## src/rtl/bs_worker_port.sv

```systemverilog
// bs_worker_port: one worker slot between an option-record feed, a pricing core
// and a result sink, sequenced by an external controller.
//
// Ports
//   clock, reset            single rising-edge clock, asynchronous active-low reset
//   in_valid/in_data/in_ready  record feed into a one-entry input buffer
//   BS_START, SERVE_REG     controller launch request and output grant
//   BS_READY, BS_DONE, BS_IDLE, hasUnusedData  status back to the controller
//   core_start/core_data    one-cycle launch pulse and record to the pricing core
//   core_done/core_result   one-cycle completion pulse and result from the core
//   out_valid/out_data/out_ready  held result towards the sink
//   job_count               served jobs, wraps modulo 2^CNT_W
//   proto_err               sticky protocol-violation flag
//
// Every output comes straight from a flop; status flops are loaded from the
// next-state values so they always agree with the state they describe.
module bs_worker_port #(
  parameter int unsigned DATA_W = 32,
  parameter int unsigned RES_W  = 32,
  parameter int unsigned CNT_W  = 16
) (
  input  logic              clock,
  input  logic              reset,
  input  logic              in_valid,
  input  logic [DATA_W-1:0] in_data,
  output logic              in_ready,
  input  logic              BS_START,
  input  logic              SERVE_REG,
  output logic              BS_READY,
  output logic              BS_DONE,
  output logic              BS_IDLE,
  output logic              hasUnusedData,
  output logic              core_start,
  output logic [DATA_W-1:0] core_data,
  input  logic              core_done,
  input  logic [RES_W-1:0]  core_result,
  output logic              out_valid,
  output logic [RES_W-1:0]  out_data,
  input  logic              out_ready,
  output logic [CNT_W-1:0]  job_count,
  output logic              proto_err
);

  typedef enum logic [1:0] {StIdle, StCompute, StDone, StServe} state_e;

  state_e              state_q, state_d;
  logic                full_q, full_d;
  logic [DATA_W-1:0]   buf_q, buf_d;
  logic [DATA_W-1:0]   core_data_q, core_data_d;
  logic                core_start_q, core_start_d;
  logic [RES_W-1:0]    res_q, res_d;
  logic [CNT_W-1:0]    cnt_q, cnt_d;
  logic                err_q, err_d;
  logic                in_ready_q, bs_ready_q, bs_done_q, bs_idle_q, out_valid_q;

  always_comb begin
    state_d      = state_q;
    full_d       = full_q;
    buf_d        = buf_q;
    core_data_d  = core_data_q;
    core_start_d = 1'b0;
    res_d        = res_q;
    cnt_d        = cnt_q;
    err_d        = err_q;

    // Buffer refills independently of the job FSM; no bypass into a same-cycle launch.
    if (in_valid && in_ready_q) begin
      buf_d  = in_data;
      full_d = 1'b1;
    end

    if (BS_START && !bs_ready_q) begin
      err_d = 1'b1;
    end
    if (core_done && (state_q != StCompute)) begin
      err_d = 1'b1;
    end

    unique case (state_q)
      StIdle: begin
        if (BS_START && bs_ready_q) begin
          state_d      = StCompute;
          core_start_d = 1'b1;
          core_data_d  = buf_q;
          full_d       = 1'b0;
        end
      end
      StCompute: begin
        if (core_done) begin
          res_d   = core_result;
          state_d = StDone;
        end
      end
      StDone: begin
        if (SERVE_REG) begin
          state_d = StServe;
        end
      end
      StServe: begin
        // out_valid_q is 1 throughout StServe, so out_ready alone completes the handshake.
        if (out_ready) begin
          state_d = StIdle;
          cnt_d   = cnt_q + CNT_W'(1);
        end
      end
      default: state_d = StIdle;
    endcase
  end

  always_ff @(posedge clock or negedge reset) begin
    if (!reset) begin
      state_q      <= StIdle;
      full_q       <= 1'b0;
      buf_q        <= '0;
      core_data_q  <= '0;
      core_start_q <= 1'b0;
      res_q        <= '0;
      cnt_q        <= '0;
      err_q        <= 1'b0;
      in_ready_q   <= 1'b1;
      bs_ready_q   <= 1'b0;
      bs_done_q    <= 1'b0;
      bs_idle_q    <= 1'b1;
      out_valid_q  <= 1'b0;
    end else begin
      state_q      <= state_d;
      full_q       <= full_d;
      buf_q        <= buf_d;
      core_data_q  <= core_data_d;
      core_start_q <= core_start_d;
      res_q        <= res_d;
      cnt_q        <= cnt_d;
      err_q        <= err_d;
      in_ready_q   <= !full_d;
      bs_ready_q   <= (state_d == StIdle) && full_d;
      bs_done_q    <= (state_d == StDone) || (state_d == StServe);
      bs_idle_q    <= (state_d == StIdle);
      out_valid_q  <= (state_d == StServe);
    end
  end

  assign in_ready      = in_ready_q;
  assign BS_READY      = bs_ready_q;
  assign BS_DONE       = bs_done_q;
  assign BS_IDLE       = bs_idle_q;
  assign hasUnusedData = full_q;
  assign core_start    = core_start_q;
  assign core_data     = core_data_q;
  assign out_valid     = out_valid_q;
  assign out_data      = res_q;
  assign job_count     = cnt_q;
  assign proto_err     = err_q;

endmodule

```

## config.mk

```make
export PLATFORM = sky130hd
export DESIGN_NAME = bs_worker_port
export DESIGN_NICKNAME = d
export VERILOG_FILES = /design/src/rtl/bs_worker_port.sv
export SDC_FILE = /design/constraint.sdc
export NUM_CORES = 1
export LEC_CHECK = 0
export CELL_PAD_IN_SITES_DETAIL_PLACEMENT = 1
export CELL_PAD_IN_SITES_GLOBAL_PLACEMENT = 1
export CORE_MARGIN = 2
export CORE_UTILIZATION = 37
export DETAILED_ROUTE_END_ITERATION = 6
export HOLD_SLACK_MARGIN = 0.1
export MAX_ROUTING_LAYER = met4
export PLACE_DENSITY = 0.91
export SYNTH_ARGS = -nofsm -noshare
export SYNTH_HDL_FRONTEND = slang
export SYNTH_SLANG_ARGS = --single-unit
```

## constraint.sdc

```tcl
create_clock -name clock -period 1.91 [get_ports clock]
set_input_delay 0.4775 -clock clock [delete_from_list [all_inputs] [get_ports clock]]
set_output_delay 0.4775 -clock clock [all_outputs]
set_load 0.1 [all_outputs]
```

==> flow_summary.toml <==
[run_status]
status = "finished, final reports clean"

[placed_design]
portBuffers = 158
dp_hpwl_mm = 9.41
place_area_sq_um = 7470
place.gp.congestion = 0.762

[worst_setup_path]
worstPathArrival_ns = 1.16
end_kind = "primary output"
crit_chain = "buf_12"
ff2ff_path_depth = 4
cp.required_ns = 1.43
crit_start = "in_ready"
max_stage_delay_ns = 0.57
crit_path_top_delay_cell = "dfstp_2"
path_max_fanout = 3
regToRegSetupSlack_ns = 0.38
r2r-start = "state_q[0]"
crit_type = "reg -> out"
crit_cells = 1
r2r_end = "core_data[2]"
start_kind = "flip-flop"
cpLargestDelayFamily = "flip-flops"
crit_end = "in_ready"
worst-path-buf-inv = 1

[logic_synthesis]
syn-instance-count = 293
synth_nets = 365
synth_seq_cells = 121
ys_seq_area_share_pct = 63.8
syn-cell-area_sq_um = 4750
ys_warn_count = 0
synth_area_per_cell_sq_um = 16.2
synth_cell_type_count = 32

[clocking]
cts_root_buf = "clkbuf_16"
numCtsBuffers = 17
cts.htree.levels = 4
worstSkewPairLatency_ns = 0.41
clkTransAtPathRegs_ns = 0.05
cts_resized = 0
cts_tree = "yes"
clock-sinks = 121
cts.path.max_buffers = 2

[detailed_routing]
dr.pass1.iters = 4
drt_iter0_markers = 87
wl_per_cell_microns = 19.6
drc = 0
via_per_inst = 4.67
drt_wl_total_mm = 12.9
drtAntennaViolNets = 0
via_count = 3058

[cells_and_area]
stdcell_area_sq_um = 8010
area_growth_pct = 68.7
final_common_cell = "dfrtp_1"
final_cell_mix = "111 x dfrtp_1, 93 x buf_12, 71 x mux2_2, 69 x clkdlybuf4s50_1, 26 x mux2_4"
fill_cells = 1121
layout.nets = 542
drive_above_1_share_pct = 49.1
regArea_sq_um = 3040
multi_input_area_sq_um = 1590
diodes = 0

[sta]
finalSetupViolCount = 0
slew_headroom_pct = 77.0
hold_violations = 0
rsz0062_at_grt = "no"
period_minus_slack_ns = 1.64
drv_slew = 0
max_freq_mhz = 611
finClkSkew_ns = 0.0102
min_period_over_period_pct = 85.7
worstMarginPinSlew_ns = 0.344

[job]
maxCapViolCount = 0

[floorplanning]
initial_core_util_pct = 37.8
dieArea_sq_um = 13800
die_x_microns = 117
die_h_microns = 117
core_sq_um = 12600
io_pins = 159
num_rows = 41

[global_route]
grt_pass1_wl_mm = 19.9
track_usage_pct = 20.4
grt_pass1_vias = 3582
antenna_found_initial = 0
grt_max_degree = 53
grt-ovfl-total = 0

[min_path]
hold_class = "reg -> reg"
==> synth_stat cells, drive strengths merged <==
cell	n	area share, %
nand2b	1	0.13
nor4	1	0.26
ha	1	0.26
mux2	97	25
xor2	7	1.3
nand3	7	0.84
nor3	2	0.32
and4	3	0.55
nand3b	1	0.16
nor2	9	0.76
nand2	5	0.40
nand4	1	0.13
dfstp	2	1.1
or3	1	0.13
a21oi	2	0.21
xnor2	8	1.5
and2	2	0.26
buf	12	2.3
dfrtp	119	63
and3	5	0.76
inv	5	0.40
a221o	1	0.21
mux2i	1	0.21
==> layout make-up <==
class,instances,area share (%)
inverter,5,0.234
tap,172,2.69
clock buffer,29,6.50
multi-input combinational,155,19.8
timing repair buffer,170,32.6
clock inverter,3,0.187
sequential,121,37.9
==> kinds of logic after synthesis <==
kind of cell | synth area share, %
DFF | 63.8
adders and majority gates | 0.263
and+or+nand+nor | 4.72
AOI/OAI and AO/OA | 0.422
buffers and inverters | 2.74
muxes | 25.3
xor gates and xnor gates | 2.77
==> sequential cells by signal, indices dropped and copies added, names as in the netlist <==
| register | flops |
|---|---|
| BS_DONE | 1 |
| BS_IDLE | 1 |
| BS_READY | 1 |
| buf_q | 32 |
| core_data | 32 |
| core_start | 1 |
| hasUnusedData | 1 |
| in_ready | 1 |
| job_count | 16 |
| out_data | 32 |
| out_valid | 1 |
| proto_err | 1 |
| state_q | 1 |
==> stage by stage <==
step / util, % / setup WS (ns) / std cells / hold slack (ns) / TNS [ns]
4_1_cts: 63.8 / 0.249 / 655 / 0.500 / 0
3_3_place_gp: 59.4 / 0.0575 / 622 / 0.399 / 0
3_5_place_dp: 59.4 / -0.0181 / 622 / 0.405 / -0.0181
6_report: 63.8 / 0.272 / 655 / 0.497 / 0
2_1_floorplan: - / 0.0138 / 293 / 0.182 / 0
5_1_grt: 63.8 / 0.227 / 655 / 0.519 / 0
==> per-layer routing <==
metal / global-route usage (%) / up-vias / routed length (microns)
met3: 5.72 / 22 / 806
met4: 8.08 / 0 / 259
met5: - / - / 0
met2: 35.5 / 125 / 6880
li1: - / 1372 / -
met1: 22.0 / 1539 / 4910
==> worst min-delay path by stage <==
stage	end	startpoint	cells after the start
6_report	core_data[5]	buf_q[5]	1
5_1_grt	core_data[13]	buf_q[13]	1
4_1_cts	core_data[5]	buf_q[5]	1
3_5_place_dp	out_data[16]	reset	1
3_3_place_gp	out_data[16]	reset	1
2_1_floorplan	BS_DONE	reset	0
==> what timing repair did <==
action,4_1_cts,5_1_grt
hold buffers,1,0
setup buffers,0,0
hold endpoints to repair,22,0
Power is left out: the tool's default activity adds up to more than one toggle a clock period on the data nets, which glitch-free logic cannot reach.
